## config.mk

```make
export PLATFORM = sky130hd
export DESIGN_NAME = instr_sequencer
export DESIGN_NICKNAME = d
export VERILOG_FILES = /design/src/rtl/instr_sequencer_pkg.sv /design/src/rtl/instr_sequencer_mem.sv /design/src/rtl/instr_sequencer.sv
export SDC_FILE = /design/constraint.sdc
export NUM_CORES = 1
export LEC_CHECK = 0
export CORE_MARGIN = 5
export CORE_UTILIZATION = 63
export DETAILED_ROUTE_END_ITERATION = 8
export DONT_BUFFER_PORTS = 1
export PLACE_DENSITY = 0.76
export SLEW_MARGIN = 20
export SYNTH_ARGS = -nofsm -noshare
export SYNTH_HDL_FRONTEND = slang
export SYNTH_SLANG_ARGS = --single-unit
```

## constraint.sdc

```tcl
create_clock -name clk -period 2.94 [get_ports clk]
set_input_delay 0.294 -clock clk [delete_from_list [all_inputs] [get_ports clk]]
set_output_delay 0.294 -clock clk [all_outputs]
set_load 0.02 [all_outputs]
```

## src/rtl/instr_sequencer_pkg.sv

```systemverilog
// Encodings shared by the instruction sequencer and the datapath controller:
// FSM states, instruction field layout and the HALT opcode.
package instr_sequencer_pkg;

  typedef enum logic [6:0] {
    ST_IDLE  = 7'b000_0001,
    ST_FETCH = 7'b000_0010,
    ST_ISSUE = 7'b000_0100,
    ST_ACK   = 7'b000_1000,
    ST_EXEC  = 7'b001_0000,
    ST_DONE  = 7'b010_0000,
    ST_ERR   = 7'b100_0000
  } seq_state_t;

  localparam int         INSTR_W  = 16;
  localparam logic [2:0] OPC_HALT = 3'b111;

  // opcode = [15:13], op = [12:11], remaining bits are operand payload
  typedef struct packed {
    logic [2:0]  opcode;
    logic [1:0]  op;
    logic [10:0] arg;
  } instr_t;

  function automatic logic is_halt(input instr_t i);
    return i.opcode == OPC_HALT;
  endfunction

endpackage

```

## src/rtl/instr_sequencer_mem.sv

```systemverilog
// Program store: single synchronous write port, asynchronous (zero-latency) read.
// Not reset, so a reset mid-run keeps the loaded program; the write has no backpressure.
module seq_prog_mem
  import instr_sequencer_pkg::*;
#(
  parameter  int DEPTH = 16,
  localparam int AW    = $clog2(DEPTH)
) (
  input  logic               clk,
  input  logic               we,
  input  logic [AW-1:0]      waddr,
  input  logic [INSTR_W-1:0] wdata,
  input  logic [AW-1:0]      raddr,
  output logic [INSTR_W-1:0] rdata
);

  logic [INSTR_W-1:0] mem [DEPTH];

  always_ff @(posedge clk) begin
    if (we) mem[waddr] <= wdata;
  end

  assign rdata = mem[raddr];

endmodule

```

## src/rtl/instr_sequencer.sv

```systemverilog
// Walks program memory from address 0, handing each instruction to the controller via s/w.
// One FETCH/ISSUE/ACK/EXEC pass per instruction, paced entirely by w; ACK stall bounded by ACK_TIMEOUT.
module instr_sequencer
  import instr_sequencer_pkg::*;
#(
  parameter  int DEPTH       = 16,
  parameter  int ACK_TIMEOUT = 8,
  localparam int AW          = $clog2(DEPTH),
  localparam int TW          = $clog2(ACK_TIMEOUT + 1)
) (
  input  logic          clk,
  input  logic          reset,
  input  logic          start,
  input  logic          prog_we,
  input  logic [AW-1:0] prog_addr,
  input  logic [15:0]   prog_data,
  input  logic          w,
  output logic          s,
  output logic [15:0]   instr,
  output logic [AW-1:0] pc,
  output logic          busy,
  output logic          done,
  output logic          err,
  output logic [7:0]    retired
);

  seq_state_t    state;
  logic [TW-1:0] tmo_cnt;
  logic [15:0]   mem_rdata;
  logic          mem_we;

  // Writes are only honoured between runs so the program cannot change under the FSM.
  assign mem_we = prog_we & ~busy;

  seq_prog_mem #(.DEPTH(DEPTH)) u_mem (
    .clk   (clk),
    .we    (mem_we),
    .waddr (prog_addr),
    .wdata (prog_data),
    .raddr (pc),
    .rdata (mem_rdata)
  );

  // s must coincide with the cycle in which w=1 is sampled in ISSUE, so it is decoded
  // from the state register rather than registered a cycle late.
  assign s = (state == ST_ISSUE) && w;

  always_ff @(posedge clk or posedge reset) begin
    if (reset) begin
      state   <= ST_IDLE;
      instr   <= '0;
      pc      <= '0;
      busy    <= 1'b0;
      done    <= 1'b0;
      err     <= 1'b0;
      retired <= '0;
      tmo_cnt <= '0;
    end else begin
      unique case (state)
        ST_IDLE, ST_DONE, ST_ERR: begin
          if (start) begin
            state   <= ST_FETCH;
            pc      <= '0;
            retired <= '0;
            done    <= 1'b0;
            err     <= 1'b0;
            tmo_cnt <= '0;
            busy    <= 1'b1;
          end
        end
        ST_FETCH: begin
          if (is_halt(mem_rdata)) begin
            state <= ST_DONE;
            done  <= 1'b1;
            busy  <= 1'b0;
          end else begin
            instr <= mem_rdata;
            state <= ST_ISSUE;
          end
        end
        ST_ISSUE: begin
          if (w) begin
            state   <= ST_ACK;
            tmo_cnt <= '0;
          end
        end
        ST_ACK: begin
          if (!w) begin
            state <= ST_EXEC;
          end else begin
            tmo_cnt <= tmo_cnt + TW'(1);
            if (tmo_cnt == TW'(ACK_TIMEOUT - 1)) begin
              state <= ST_ERR;
              err   <= 1'b1;
              busy  <= 1'b0;
            end
          end
        end
        ST_EXEC: begin
          if (w) begin
            if (retired != 8'hFF) retired <= retired + 8'd1;
            // The last word ends the run; pc never wraps back to 0.
            if (pc == AW'(DEPTH - 1)) begin
              state <= ST_DONE;
              done  <= 1'b1;
              busy  <= 1'b0;
            end else begin
              pc    <= pc + AW'(1);
              state <= ST_FETCH;
            end
          end
        end
        default: state <= ST_IDLE;
      endcase
    end
  end

endmodule

```

==> flow_metrics.env, run 1 <==
export IMPL_dp_cells=852
export IMPL_hpwl_mm=14.6
export IMPL_fp_dieW_um=148
export IMPL_cts_inserted_buffers=29
export IMPL_ant_nets=0
export IMPL_clock_power_share_pct=37.1
export IMPL_ys_flop_type="edfxtp_1"
export IMPL_routedWlPerCell_um=27.2
export IMPL_row_count=50
export IMPL_yosysSeqAreaShare_pct=72.9
export IMPL_critPathKind="register to register"
export IMPL_yosys_warnings=0
export IMPL_cp_buffers_inverters=0
export IMPL_tns_ns=0
export IMPL_netlist_area_leader_share_pct=64.2
export IMPL_power_internal_w=0.00721
export IMPL_fin_crit_ns=2.75
export IMPL_power_w=0.00955
export IMPL_critPathMaxStageDelay_ns=0.61
export IMPL_root_buffer="clkbuf_16"
export IMPL_setup_viol=0
export IMPL_p_comb_share_pct=8.8
export IMPL_netlist_area_sq_um=12000
export IMPL_crit_slowest_cell="mux4_1"
export IMPL_grt_pass1_wl_mm=38.4
export IMPL_layout_worst_path_cycle_share_pct=93.5
export IMPL_place_ws_ns=0.226
export IMPL_tightest_slew_ns=0.973
export IMPL_swShare_pct=24.5
export IMPL_grt_overflow_total=0
export IMPL_hp_class="input pin to register"
export IMPL_hold_viol=0
export IMPL_vias=6161
export IMPL_final_common_cell="edfxtp_1"
export IMPL_power_density_nw_per_um2=706
export IMPL_synth_edf_count=256
export IMPL_finalClockSkew_ns=0.00855
export IMPL_clk_pin_slew_worst_paths_ns=0.06
export IMPL_core_area_sq_um=18700
export IMPL_drv_cap=0
export IMPL_status="completed"
export IMPL_mostFrequentLayoutCells="256 x edfxtp_1, 71 x mux4_2, 39 x dfrtp_1, 30 x buf_4, 29 x clkbuf_16"
export IMPL_die_y_um=148
export IMPL_worstPathArrival_ns=3.16
export IMPL_tritoncts="done"
export IMPL_grt_pass1_vias=6168
export IMPL_drt_pass1_iterations=5
export IMPL_pwr_share_seq_pct=54.0
export IMPL_synth_avg_cell_area_sq_um=19.5
export IMPL_max_slew_margin_rel_pct=35.1
export IMPL_slew_violations=0
export IMPL_max_freq_mhz=364
export IMPL_crit_chain="mux4_1, a22oi_1, nand3_1, a31oi_4, mux2_2"
export IMPL_cts_setup_buffers=0
export IMPL_synthCells=615
export IMPL_crit_required_ns=3.35
export IMPL_critPathTopFamily="multiplexers"
export IMPL_antenna_found_initial=0
export IMPL_grt_max_degree=43
export IMPL_drive_above_1_share_pct=27.4
export IMPL_synth_area_leader_cell="edfxtp_1"
export IMPL_critical_path_max_fanout=15
export IMPL_clkSinkCount=298
export IMPL_gr_usage_all_layers_pct=23.6
export IMPL_synth_seq_cells=298
export IMPL_clk_latency_ns=0.53
export IMPL_endpoint_kind="register"
export IMPL_synth_distinct_cells=60
export IMPL_drc=0
export IMPL_layout_setup_ws_ns=0.191
export IMPL_io_pins=57
export IMPL_via_per_inst=6.67
export IMPL_ctsHtreeMaxLevel=1
export IMPL_start_kind="register"
export IMPL_wirelength_mm=25.1
export IMPL_p_switching_w=0.00234
export IMPL_drt_iter0_drc=595
export IMPL_postSynth_asyncResetShare_pct=14.1
export IMPL_rsz0062_at_grt="no"
export IMPL_start_util_pct=64.1
export IMPL_vdd_drop_max_uv=526
export IMPL_synth_net_count=643
export IMPL_stdcell_count=923
export IMPL_routabilityCongestion=0.854
export IMPL_portBuffers=0
export IMPL_final_nets=696
export IMPL_n_antenna_cell=0
export IMPL_yosys_top_cells_area="edfxtp_1 64%, mux4_2 13%, dfrtp_1 8.6%"
export IMPL_clockBufferDepth=3
export IMPL_die_area_sq_um=21900
export IMPL_synthToLayoutAreaGrowth_pct=12.9
export IMPL_p_leak_nw=4.46
## logic make-up after synthesis
| logic type | count (synthesis) | share of synthesized area (%) |
|---|---|---|
| buffers and inverters | 36 | 1.81 |
| AND/OR/NAND/NOR | 124 | 5.38 |
| flip-flops | 298 | 72.9 |
| multiplexers | 95 | 15.9 |
| adder cells (fa/ha/maj) | 3 | 0.313 |
| XOR/XNOR | 6 | 0.439 |
| AO/OA/AOI/OAI | 53 | 3.27 |
## through the flow
step	util (%)	instance area [sq um]	hold WS, ns
floorplan	-	12000	0.369
global placement	66.4	12400	0.363
detailed placement	66.4	12400	0.362
CTS	72.3	13500	0.00373
global route	72.3	13500	0.0503
finish	72.3	13500	0.0404
## timing repair
action	in CTS	in global routing
hold buffers	19	0
gates resized for setup	0	0
setup endpoints to repair	0	0
endpoints found under the hold margin	302	0
## final timing paths
path / startpoint / end / slack [ns] / cells past startpoint
worst min register to register: tmo_cnt[1] / tmo_cnt[1] / 0.54 / 2
worst max register to register: pc[0] / instr[2] / 0.19 / 5
min in group asynchronous: reset / instr[10] / 0.44 / 2
worst max-delay path: pc[0] / instr[2] / 0.19 / 5
worst min-delay path: w / state[3] / 0.04 / 2
max in group asynchronous: reset / pc[0] / 1.77 / 2
## cell type report
| class | count | area, sq um |
|---|---|---|
| multi-input cells | 281 | 3070 |
| clock inverters | 17 | 140 |
| inverters | 6 | 22.5 |
| fillers | 1061 | 5180 |
| repair buffers | 52 | 475 |
| well taps | 234 | 293 |
| clock buffers | 35 | 778 |
| flip-flops and latches | 298 | 8740 |
## per-layer routing
| metal | share of wire [%] | global-route usage, % | wire [um] | up-vias |
|---|---|---|---|---|
| met5 | 0 | 0 | 0 | - |
| met4 | 1.6 | 4.80 | 389 | 0 |
| met3 | 8.1 | 3.40 | 2020 | 35 |
| met2 | 52 | 39.9 | 13000 | 268 |
| met1 | 39 | 33.7 | 9720 | 3228 |
| li1 | - | - | - | 2630 |
## flip-flops by register name (all words and copies together) (netlist names)
name,flops
state,7
done,1
retired,8
u_mem.mem,256
err,1
busy,1
tmo_cnt,4
instr,16
pc,4
## synthesized netlist by cell type, types with 6 or more instances
master / count
nand3_1: 22
edfxtp_1: 256
dfrtp_1: 41
a21oi_1: 6
clkbuf_1: 12
nand2_1: 26
nor2_1: 23
mux2i_1: 6
nor4_1: 6
mux4_2: 71
o21ai_0: 13
nand2b_1: 10
mux2_2: 14
nor3_1: 9
buf_2: 9
## power by group through the flow
stage	combinational, W	sequential [W]	clock [W]
after floorplan	0.000604	0.00514	0
after global placement	0.000732	0.00524	0
after detailed placement	0.000761	0.00525	0
after CTS	0.000838	0.00516	0.00360
after global routing	0.000919	0.00518	0.00380
final	0.000843	0.00516	0.00354
## worst reg2reg max path, stage by stage, from the launching register on
cell and delay [ns]:
dfrtp_4 0.59, mux4_1 0.62, a22oi_1 0.16, nand3_1 0.20, a31oi_4 0.61, mux2_2 0.45
Note: power is estimated with default switching activity, not from simulation.
==> inputs of run 2 (changes only) <==
CORE_ASPECT_RATIO = 1.75   (was unset)
==> flow_metrics.env, run 2 (synthesized netlist as in run 1, its figures left out) <==
export IMPL_status="completed"
export IMPL_vdd_drop_max_uv=527
export IMPL_grt_pass1_wl_mm=39.4
export IMPL_routedWlPerCell_um=27.8
export IMPL_io_pins=57
export IMPL_via_per_inst=6.63
export IMPL_cts_inserted_buffers=26
export IMPL_dp_cells=859
export IMPL_slew_violations=0
export IMPL_clkSinkCount=298
export IMPL_crit_required_ns=3.34
export IMPL_clk_latency_ns=0.53
export IMPL_largest_reg_flops=256
export IMPL_layout_worst_path_cycle_share_pct=89.8
export IMPL_root_buffer="clkbuf_16"
export IMPL_gr_usage_all_layers_pct=24.3
export IMPL_fp_dieW_um=114
export IMPL_max_flop_register="u_mem.mem"
export IMPL_n_antenna_cell=0
export IMPL_drt_pass1_iterations=5
export IMPL_hold_viol=0
export IMPL_hp_class="input pin to register"
export IMPL_mostFrequentLayoutCells="256 x edfxtp_1, 71 x mux4_2, 39 x dfrtp_1, 31 x buf_4, 27 x clkbuf_16"
export IMPL_rsz0062_at_grt="no"
export IMPL_hold_depth=2
export IMPL_postPlaceCellArea_sq_um=12400
export IMPL_die_area_sq_um=22000
export IMPL_portBuffers=0
export IMPL_max_slew_margin_rel_pct=53.2
export IMPL_grt_overflow_total=0
export IMPL_rr_startpoint="pc[0]"
export IMPL_stdcell_count=928
export IMPL_drv_cap=0
export IMPL_max_freq_mhz=379
export IMPL_start_util_pct=64.2
export IMPL_post_cts_resized=0
export IMPL_synthToLayoutAreaGrowth_pct=13.0
export IMPL_ant_nets=0
export IMPL_final_common_cell="edfxtp_1"
export IMPL_endpoint_kind="register"
export IMPL_reg2reg_slack_ns=0.30
export IMPL_grt_pass1_vias=6517
export IMPL_critPathKind="register to register"
export IMPL_tightest_slew_ns=0.702
export IMPL_drive_above_1_share_pct=25.5
export IMPL_antenna_found_initial=0
export IMPL_grt_max_degree=56
export IMPL_setup_viol=0
export IMPL_drt_iter0_drc=666
export IMPL_hpwl_mm=15.6
export IMPL_power_density_nw_per_um2=702
export IMPL_reg_top3="u_mem.mem (256), instr (16), retired (8)"
export IMPL_tns_ns=0
export IMPL_critical_path_max_fanout=20
export IMPL_routabilityCongestion=1.06
export IMPL_start_kind="register"
export IMPL_drc=0
export IMPL_ff2ff_path_depth=6
export IMPL_hp_start="w"
export IMPL_fin_crit_ns=2.64
export IMPL_clockBufferDepth=3
export IMPL_core_area_sq_um=18700
export IMPL_final_nets=698
export IMPL_clk_pin_slew_worst_paths_ns=0.07
export IMPL_vias=6152
export IMPL_worstPathArrival_ns=3.04
export IMPL_final_area_sq_um=13500
export IMPL_ctsHtreeMaxLevel=1
export IMPL_r2r_end="instr[6]"
export IMPL_p_leak_nw=4.46
export IMPL_finalClockSkew_ns=0.0120
export IMPL_wirelength_mm=25.8
export IMPL_min_to="state[1]"
export IMPL_tritoncts="done"
export IMPL_row_count=66
export IMPL_die_y_um=192
[run 2: cell count changes in the layout (fill, tap and decap cells not counted), moves of 2 or more]
cell and change:
bufinv_16 +2, nor2_2 -9, buf_12 +2, clkbuf_8 -3, nor2_1 +9, clkbuf_16 -2
clkbuf_1 +3, dlygate4sd3_1 +2, clkinv_2 -5
[run 2: worst max path at each step]
stage | startpoint | endpoint | slack (ns)
floorplan | busy | u_mem.mem[0][0] | 0.38
global placement | pc[0] | instr[10] | 0.39
detailed placement | pc[0] | instr[6] | 0.31
CTS | pc[0] | instr[6] | 0.26
global route | pc[0] | instr[6] | 0.13
finish | pc[0] | instr[6] | 0.30
[run 2: worst max-delay path: stages (launching register included)]
cell and delay, ns:
dfrtp_4 0.69, mux4_1 0.64, a22oi_1 0.15, nand3_1 0.19, a31oi_4 0.28, buf_4 0.21, mux2_2 0.35
[run 2: metrics by stage]
step / utilization, % / setup WS [ns] / power, W / hold slack, ns
final: 72.5 / 0.299 / 0.00950 / 0.0147
after global routing: 72.5 / 0.129 / 0.00982 / 0.00790
after CTS: 72.5 / 0.259 / 0.00954 / 0.00266
after detailed placement: 66.7 / 0.315 / 0.00605 / 0.295
after global placement: 66.7 / 0.389 / 0.00601 / 0.289
after floorplan: - / 0.382 / 0.00574 / 0.369
[run 2: area by class of cell]
type	count	area (sq um)
Clock inverter	15	179
Sequential cell	298	8740
Multi-Input combinational cell	281	3050
Inverter	6	22.5
Fill cell	1088	5130
Tap cell	238	298
Clock buffer	33	698
Timing Repair Buffer	57	543
[run 2: timing repair]
item | CTS | global route
endpoints found under the hold margin | 289 | 0
hold buffers | 21 | 0
buffers inserted | 0 | 0
[run 2: report_power, final]
part | internal (W) | switching, W
registers | 0.00481 | 0.000343
logic | 0.000359 | 0.000523
clock network | 0.00203 | 0.00143
total | 0.00721 | 0.00230
[run 2: routing by layer]
metal	GRT usage, %	share of wire, %
met4	7.00	2.9
met3	4.42	7.0
met2	45.2	55
met5	0	0
met1	28.6	35
